## src/rtl/calc_sequencer.sv

```systemverilog
// Multi-cycle arithmetic engine: add/sub/pass in 2 cycles, and mul/div/mod over one
// 32-step shift/add-subtract datapath, with a display range check on the signed result.
module calc_sequencer #(
  parameter int unsigned MAX_POS  = 999_999,
  parameter int unsigned MAX_NEG  = 99_999,
  parameter logic [31:0] ERR_CODE = 32'h00EE_0000
) (
  input  logic        sw_clk,
  input  logic        rst,
  input  logic        start,
  input  logic        abort,
  input  logic [31:0] operand1,
  input  logic [31:0] operand2,
  input  logic [2:0]  operator,
  output logic [31:0] ans,
  output logic        done,
  output logic        busy,
  output logic        err
);

  typedef enum logic [2:0] {IDLE, LOAD, MUL, DIV, FIX, DONE} state_t;

  localparam logic [2:0] OP_EQU   = 3'd0;
  localparam logic [2:0] OP_TIMES = 3'd1;
  localparam logic [2:0] OP_DIV   = 3'd2;
  localparam logic [2:0] OP_PLUS  = 3'd3;
  localparam logic [2:0] OP_MINUS = 3'd4;
  localparam logic [2:0] OP_MOD   = 3'd5;

  state_t      state, next_state;
  logic [31:0] op1_q, op2_q;
  logic [2:0]  opr_q;
  logic [31:0] mag_b;     // multiplicand (MUL) or divisor (DIV)
  logic [63:0] acc;       // MUL: {partial, multiplier}; DIV: {remainder, quotient}
  logic        neg_q;
  logic        err_q;
  logic [4:0]  cnt;

  logic        load_err, is_divmod;
  logic [31:0] op1_abs, op2_abs;
  logic [32:0] raw, raw_abs;
  logic [32:0] mul_sum, div_trial;
  logic [63:0] fix_mag;
  logic        fix_err;
  logic [31:0] fix_val;

  assign busy = (state != IDLE);

  always_comb begin
    // NOTE: every combinational output gets a default first, so no path can infer a latch.
    is_divmod = (opr_q == OP_DIV) || (opr_q == OP_MOD);
    load_err  = (opr_q > OP_MOD) || (is_divmod && (op2_q == 32'd0));
    op1_abs   = op1_q[31] ? -op1_q : op1_q;
    op2_abs   = op2_q[31] ? -op2_q : op2_q;

    raw = {op1_q[31], op1_q};
    case (opr_q)
      OP_PLUS:  raw = {op1_q[31], op1_q} + {op2_q[31], op2_q};
      OP_MINUS: raw = {op1_q[31], op1_q} - {op2_q[31], op2_q};
      default:  raw = {op1_q[31], op1_q};
    endcase
    raw_abs = raw[32] ? -raw : raw;

    mul_sum   = {1'b0, acc[63:32]} + (acc[0] ? {1'b0, mag_b} : 33'd0);
    div_trial = acc[63:31] - {1'b0, mag_b};

    fix_mag = acc;
    case (opr_q)
      OP_DIV:  fix_mag = {32'd0, acc[31:0]};
      OP_MOD:  fix_mag = {32'd0, acc[63:32]};
      default: fix_mag = acc;
    endcase
    // Range check on the magnitude is equivalent to the full-width signed compare.
    fix_err = err_q || (neg_q ? (fix_mag > 64'(MAX_NEG)) : (fix_mag > 64'(MAX_POS)));
    fix_val = neg_q ? -fix_mag[31:0] : fix_mag[31:0];
  end

  always_comb begin
    next_state = state;
    case (state)
      IDLE: if (start && !abort) next_state = LOAD;
      LOAD: begin
        if (abort)                   next_state = IDLE;
        else if (load_err)           next_state = FIX;
        else if (opr_q == OP_TIMES)  next_state = MUL;
        else if (is_divmod)          next_state = DIV;
        else                         next_state = FIX;
      end
      MUL:     next_state = abort ? IDLE : ((cnt == 5'd0) ? FIX : MUL);
      DIV:     next_state = abort ? IDLE : ((cnt == 5'd0) ? FIX : DIV);
      FIX:     next_state = abort ? IDLE : DONE;
      DONE:    next_state = IDLE;
      default: next_state = IDLE;
    endcase
  end

  always_ff @(posedge sw_clk) begin
    // NOTE: sequential state uses non-blocking assignment so every register sees pre-edge values.
    if (!rst) state <= IDLE;
    else      state <= next_state;
  end

  always_ff @(posedge sw_clk) begin
    if (!rst) begin
      // NOTE: there are no memory arrays; every register, datapath included, is cleared here.
      op1_q <= '0;
      op2_q <= '0;
      opr_q <= '0;
      mag_b <= '0;
      acc   <= '0;
      neg_q <= 1'b0;
      err_q <= 1'b0;
      cnt   <= '0;
      ans   <= '0;
      done  <= 1'b0;
      err   <= 1'b0;
    end else begin
      done <= 1'b0;
      case (state)
        IDLE: begin
          if (start && !abort) begin
            op1_q <= operand1;
            op2_q <= operand2;
            opr_q <= operator;
          end
        end
        LOAD: begin
          cnt   <= 5'd31;
          err_q <= load_err;
          case (opr_q)
            OP_TIMES: begin
              neg_q <= op1_q[31] ^ op2_q[31];
              mag_b <= op1_abs;
              acc   <= {32'd0, op2_abs};
            end
            OP_DIV, OP_MOD: begin
              neg_q <= (opr_q == OP_MOD) ? op1_q[31] : (op1_q[31] ^ op2_q[31]);
              mag_b <= op2_abs;
              acc   <= {32'd0, op1_abs};
            end
            default: begin
              neg_q <= raw[32];
              acc   <= {31'd0, raw_abs};
            end
          endcase
        end
        MUL: begin
          acc <= {mul_sum, acc[31:1]};
          cnt <= cnt - 5'd1;
        end
        DIV: begin
          // Restoring step: keep the trial remainder only when it did not borrow.
          acc <= div_trial[32] ? {acc[62:0], 1'b0} : {div_trial[31:0], acc[30:0], 1'b1};
          cnt <= cnt - 5'd1;
        end
        FIX: begin
          if (!abort) begin
            ans  <= fix_err ? ERR_CODE : fix_val;
            err  <= fix_err;
            done <= 1'b1;
          end
        end
        default: ;
      endcase
    end
  end

endmodule

```

## config.mk

```make
export PLATFORM = sky130hd
export DESIGN_NAME = calc_sequencer
export DESIGN_NICKNAME = d
export VERILOG_FILES = /design/src/rtl/calc_sequencer.sv
export SDC_FILE = /design/constraint.sdc
export NUM_CORES = 1
export LEC_CHECK = 0
export BUFFER_PORTS_ARGS = -buffer_cell sky130_fd_sc_hd__clkbuf_2
export CORE_MARGIN = 2
export CORE_UTILIZATION = 54
export DETAILED_ROUTE_END_ITERATION = 8
export PLACE_DENSITY_LB_ADDON = 0.2
export SLEW_MARGIN = 30
export SYNTH_ARGS = -nofsm -noshare
export SYNTH_HDL_FRONTEND = slang
export SYNTH_SLANG_ARGS = --single-unit
```

## constraint.sdc

```tcl
create_clock -name sw_clk -period 5.5 [get_ports sw_clk]
set_input_delay 0.55 -clock sw_clk [delete_from_list [all_inputs] [get_ports sw_clk]]
set_output_delay 0.55 -clock sw_clk [all_outputs]
set_load 0.01 [all_outputs]
```

# ---- Word level (Yosys, flattened, before mapping)
# Cells that the tools add are included.
dict set report totals {
  reg_bits 207
  in_bits 71
  output_inout_bits 35
  word_cells 83
}
dict set report op_classes {
  n_addsub 9
  magnitude_cmp 3
  eq_ne 10
  mux 28
  bitwise_logic 2
  reduce_logical 19
}
# op count
set op_table {}
lappend op_table {{64-bit case mux with 3 select lines} 1}
lappend op_table {{32-bit two-way mux} 5}
lappend op_table {{33-bit case mux with 2 select lines} 2}
lappend op_table {{64-bit case mux with 2 select lines} 1}
lappend op_table {{32-bit negator} 3}
lappend op_table {{32-bit by 32-bit adder with 33-bit output} 2}
lappend op_table {{64-bit by 17-bit > comparator with 1-bit output, second input constant} 1}
lappend op_table {{64-bit by 20-bit > comparator with 1-bit output, second input constant} 1}
lappend op_table {{64-bit two-way mux} 1}
lappend op_table {{32-bit case mux with 2 select lines} 1}
lappend op_table {{33-bit two-way mux} 1}
lappend op_table {{33-bit negator} 1}
lappend op_table {{32-bit by 32-bit subtractor with 33-bit output} 1}
lappend op_table {{33-bit by 32-bit subtractor with 33-bit output} 1}
lappend op_table {{32-bit logical NOT} 1}
lappend op_table {{3-bit two-way mux} 10}
lappend op_table {{3-bit case mux with 5 select lines} 1}
lappend op_table {{3-bit by 2-bit == test with 1-bit output, second input constant} 4}
lappend op_table {{5-bit case mux with 2 select lines} 1}
lappend op_table {{3-bit == test, second input constant} 3}
lappend op_table {{2-bit AND reduction} 4}
lappend op_table {{3-bit by 1-bit == test with 1-bit output, second input constant} 2}
lappend op_table {{3-bit nonzero test} 2}
lappend op_table {{5-bit logical NOT} 1}
lappend op_table {{13 further kinds} 20}

# ---- Logic depth before layout (Yosys ltp)
dict set report logic_depth {
  word_depth 7
  depth_mapped 25
  ltp_nobuf 21
}

# ---- Least setup slack after synthesis
# OpenSTA, ideal clock, no wires.
dict set report synth_timing {
  path_type {register to register}
  from {register op2_q[2]}
  to {register acc[31]}
  setup_time_ps 116
  t_arrival_ps 5386
  required_time_ps 5384
  slack_ps -1
  path_stages_with_launch 24
  n_path_buf 2
  period_less_slack_ps 5501
  path_cell_list {dfxtp_1 -> clkbuf_1 -> nor3_1 -> nand3_1 -> nor2_1 -> nand3b_1 -> or4b_2 -> o31a_1 -> a21oi_1 -> mux2i_1 -> ha_1 -> clkbuf_1 -> a211oi_1 -> o21bai_1 -> or4_1 -> o2111ai_1 -> nor3_1 -> a211oi_1 -> o211ai_1 -> nor4b_1 -> and3_1 -> and3b_1 -> o21ai_0 -> a31o_1}
}
dict set report synth_via {
  elab_chain_len 6
  word_cells_on_any_way 9
  classes_between {add/sub (4); mux (5)}
}
# element line
set synth_lines {}
lappend synth_lines {{from (decl)} 31} ;# logic [31:0] op1_q, op2_q;
lappend synth_lines {{from (signal assigned)} 123} ;# op2_q <= operand2;
lappend synth_lines {{32-bit by 32-bit subtractor with 33-bit output or 32-bit by 32-bit adder with 33-bit output (tied branches)} {59, 58}}
lappend synth_lines {{33-bit case mux with 2 select lines} 57} ;# case (opr_q)
lappend synth_lines {{33-bit negator} 62} ;# raw_abs = raw[32] ? -raw : raw;
lappend synth_lines {{33-bit two-way mux} 62}
lappend synth_lines {{33-bit case mux with 2 select lines (*)} 130} ;# case (opr_q)
lappend synth_lines {{64-bit case mux with 3 select lines (*)} 119} ;# case (state)
lappend synth_lines {{to (signal assigned)} 134} ;# acc <= {32'd0, op2_abs};
lappend synth_lines {{to (signal assigned)} 139} ;# acc <= {32'd0, op1_abs};
lappend synth_lines {{to (signal assigned)} 143} ;# acc <= {31'd0, raw_abs};
lappend synth_lines {{to (decl)} 34} ;# logic [63:0] acc;
# Mark *: on every way between the ends. The rest lies on a longest branch, timed or not.
# A chain may end at the register's enable or synchronous reset.

# ---- Final worst setup path
dict set report layout_timing {
  from {register op2_q[4]}
  to {register acc[31]}
}
# The elaborated chain is that of the path after synthesis.

==> summary by stage <==
Synthesis
The top flip-flop cell by instance count after synthesis is dfxtp_1. The synthesized instance count is 2613. Averaged over all synthesized cells, the footprint is 7.16 sq um.

The number of distinct library cells after synthesis is 93. The count of yosys warnings during synthesis is 0. The sequential area share after synthesis is 0.222. The cell area after synthesis is 18700 sq um.

The post-synth net total is 2790. Of the post-synthesis cell area, the dominant cell type holds 0.222. The biggest area contributor in the post-synthesis netlist is dfxtp_1. The synthesized design contains 207 register bits.

The number of flops mapped to enable cells by yosys is 0. In the post-synthesis netlist, the biggest area contributors are dfxtp_1, nand2_1, a21oi_1. The fraction of registers with async set or reset after synthesis is 0.

Floorplanning
The total core area is 34300 sq um. The initial utilization of the core area, before any placement, comes to 0.546. During I/O placement, the number of pins put on the boundary was 106.

From bottom edge to top edge, the die measures 190 um. The site row count is 68. The die is 190 um wide. The floorplan step defined a die boundary enclosing 36100 sq um.

Drt
For this run, the detailed router's first-pass iteration total came to 6. Wire segments on met2 add up to 28700 um in the final route. The routed design uses 4740 um of met3 wire. After detailed routing, the average wire length per cell comes to 20.3 um. The average via count per standard cell is 6.28. The final antenna-violating net count is 0. In the routed design, unresolved DRC markers number 0. The starting DRC count in detailed routing is 2047.

The highest layer used for signal routing is met4. Summed over all layers, the routed wires come to 63400 um. For this block, wires on met1 add up to 27700 um.

The overall via count from detail_route is 19.6k.

Setup path
The critical path is of the flop to flop type. On the critical path the largest part of the delay comes from simple AND/OR/NAND/NOR gates. The critical path contains buffers and inverters numbering 0 combined. The critical path endpoint category is a flop. The longest individual stage delay on the worst path is 560 ps. At the worst endpoint, the required time is 5960 ps. In this run the worst path has a maximum fanout of 4.

The worst setup path is launched from a flop. The cell with the most instances on the worst path is a211oi_2. Traced cell by cell, the critical path runs through nor3_2, nand3_2, nor2_2, nand3b_1, or4b_4, o31a_1, a21oi_2, mux2i_1, ha_1, a211oi_2, o21bai_1, or4_1, o2111ai_1, nor3_1, a211oi_2, o211ai_1, nor4b_2, and3_1, and3b_1, o21ai_0, a31o_1. At the worst endpoint, the arrival time is 5570 ps.

The slowest stage of the critical path is the or4b_4 cell.

Timing
Between clock sinks in the finished design, the worst skew comes to 17.2 ps. The shortest period the worst path allows is 5100 ps. Setup violations remaining at the end of the flow were counted as 0. The highest attainable clock frequency is 196 MHz. The hold violation count in the final report came to 0. Setup repair after global routing left no endpoint under its margin.

Dividing the final minimum period by the clock period gives 0.928. The final-report max-slew violation count was 0. The minimum hold slack is 199 ps. The transition time at the pin with the least slew margin is 925 ps. The remaining max-slew budget at the tightest pin is 0.375.

Cells and area
The fraction of final layout cells with drive strength greater than 1 is 0.112. The post-layout utilization of the core is 0.602. The filler cells instantiated in the layout total 3237. The signed area change from the synthesized netlist to the final layout is 10.3%.

The final layout contains 2821 nets. The library cell used most frequently in the layout, excluding fill and tap cells, is nand2_1. The number of antenna diodes in the final layout is 0.

The footprint of the flip-flops and latches is 4150 sq um. The area occupied by multi-input gates is 13700 sq um. The finished cells cover 20600 sq um. In the layout the commonest cells are nand2_1, a21oi_1, nor2_1.

CTS
In this run the number of H-tree levels came out at 1. The clock tree root driver cell is clkbuf_16. The maximum count of clock buffers along a single path is 3.

The number of buffers inserted during clock tree synthesis is 26. The CTS tree is done. For this design, the sink count on the clock tree is 207. The number of hold buffers added after cts is 0. For the worst-skew pair, the clock arrives at the later sink with an insertion delay of 570 ps. The clock-pin slew reported for the worst setup and hold paths after clock tree synthesis is 60 ps.

Global routing
The number of global-route vias before repair is 18.0k. The initial antenna violation count was 0. Summed over all layers, the global routing overflow is 0. The global-route wire length before repair is 99000 um. The all-layer global routing usage is 0.342.

The maximum number of pins on one net before global-route repair is 86.

Placed design
The number of port buffers is 105. The standard cell area after detailed placement is 19700 sq um. The final weighted congestion in routability-driven placement is 1.02. The wire-length estimate of the detail-placed layout is 48300 um.

Pwr
The maximum vdd drop is 0.000243 V. Dividing total power by cell area gives a power density of 255 nW/um^2. The cell leakage power is 8.83 nW. The sum of internal, switching and leakage power is 5.26 mW.

Job
Max-cap violations in this run came to 0.

Run status
The flow ran to the end, and the final reports show no timing, DRC or antenna violations.

Hold path
The path category of the worst min-delay check is input port to flop.
## final cells by class
cell class              count  area share
well taps                 455      0.0276
flip-flops and latches    207       0.201
repair buffers            170      0.0497
clock buffers              38      0.0377
clock inverters             9     0.00528
multi-input cells        2166       0.665
inverters                  73      0.0134
## routing by layer
metal | vias to the layer above | GRT usage
met5 | - | 0
met4 | 0 | 0.124
met3 | 140 | 0.0317
met2 | 866 | 0.562
met1 | 9149 | 0.468
li1 | 9437 | -
## cell usage after synthesis, drive strengths merged, types with 13 or more instances
cell type and count:
o21a 15, o21bai 15, nand3 53, nand4 16, o211ai 30, a21o 60
nor2 237, o22ai 16, mux2i 70, o31ai 26, nand2 402, and3 17
ha 103, a211oi 39, mux2 23, o221ai 13, nor3 55, a222oi 15
a31oi 30, nor4 21, o21ai 161, xor2 81, and2 56, nand2b 21
buf 40, or3 26, xnor2 110, dfxtp 207, inv 73, clkbuf 127
a221oi 15, a21oi 281
## registers in the layout, indices dropped and copies added, names as in the netlist
signal and cells:
acc 64, neg_q 1, op1_q 32, err 1, err_q 1, op2_q 32
ans 32, done 1, cnt 5, opr_q 3, state 3, mag_b 32
## logic make-up after synthesis
group / Yosys count / share of synthesized area
AO/OA/AOI/OAI: 805 / 0.274
multiplexers: 93 / 0.0513
AND/OR/NAND/NOR: 971 / 0.241
flip-flops: 207 / 0.222
buffers and inverters: 240 / 0.0507
adder cells (fa/ha/maj): 106 / 0.0721
XOR/XNOR: 191 / 0.0894
## metrics by stage
stage          setup TNS [ps]  cells  worst slack [ps]
2_1_floorplan               0   2613              74.1
3_3_place_gp                0   3069              26.8
3_5_place_dp             -115   3069             -67.9
4_1_cts                     0   3116              27.7
5_1_grt                     0   3118               116
6_report                    0   3118               396
## worst paths after layout
path | depth (start not counted) | to | start | slack [ps]
worst max-delay path | 21 | acc[31]$_SDFFE_PN0P_ | op2_q[4]$_SDFFE_PN0P_ | 400
worst min-delay path | 3 | op1_q[5]$_SDFFE_PN0P_ | operand1[5] | 200
worst max register to register | 21 | acc[31]$_SDFFE_PN0P_ | op2_q[4]$_SDFFE_PN0P_ | 400
worst min register to register | 2 | ans[21]$_SDFFE_PN0P_ | ans[21]$_SDFFE_PN0P_ | 480
## repair_timing
action                     in CTS  in global routing
hold endpoints to repair        0                  0
buffers inserted                0                  2
gates resized for setup         2                 11
pin swaps                       0                  5
setup endpoints to repair       4                 32
cloned                          0                  0
## worst register-to-register path, cell delays in order (launching register included)
cell and delay (ps):
dfxtp_1 320, nor3_2 230, nand3_2 140, nor2_2 130, nand3b_1 150, or4b_4 560, o31a_1 270, a21oi_2 120
mux2i_1 90, ha_1 360, a211oi_2 250, o21bai_1 130, or4_1 500, o2111ai_1 110, nor3_1 100, a211oi_2 260
o211ai_1 150, nor4b_2 350, and3_1 250, and3b_1 190, o21ai_0 90, a31o_1 240
## power breakdown
group          switching (mW)  internal [mW]  leakage, nW
Clock                   0.725           1.07        0.435
Combinational            1.11          0.696         6.72
Sequential             0.0983           1.56         1.68
Total                    1.93           3.32         8.83
Power figures use the tool's default switching activity.
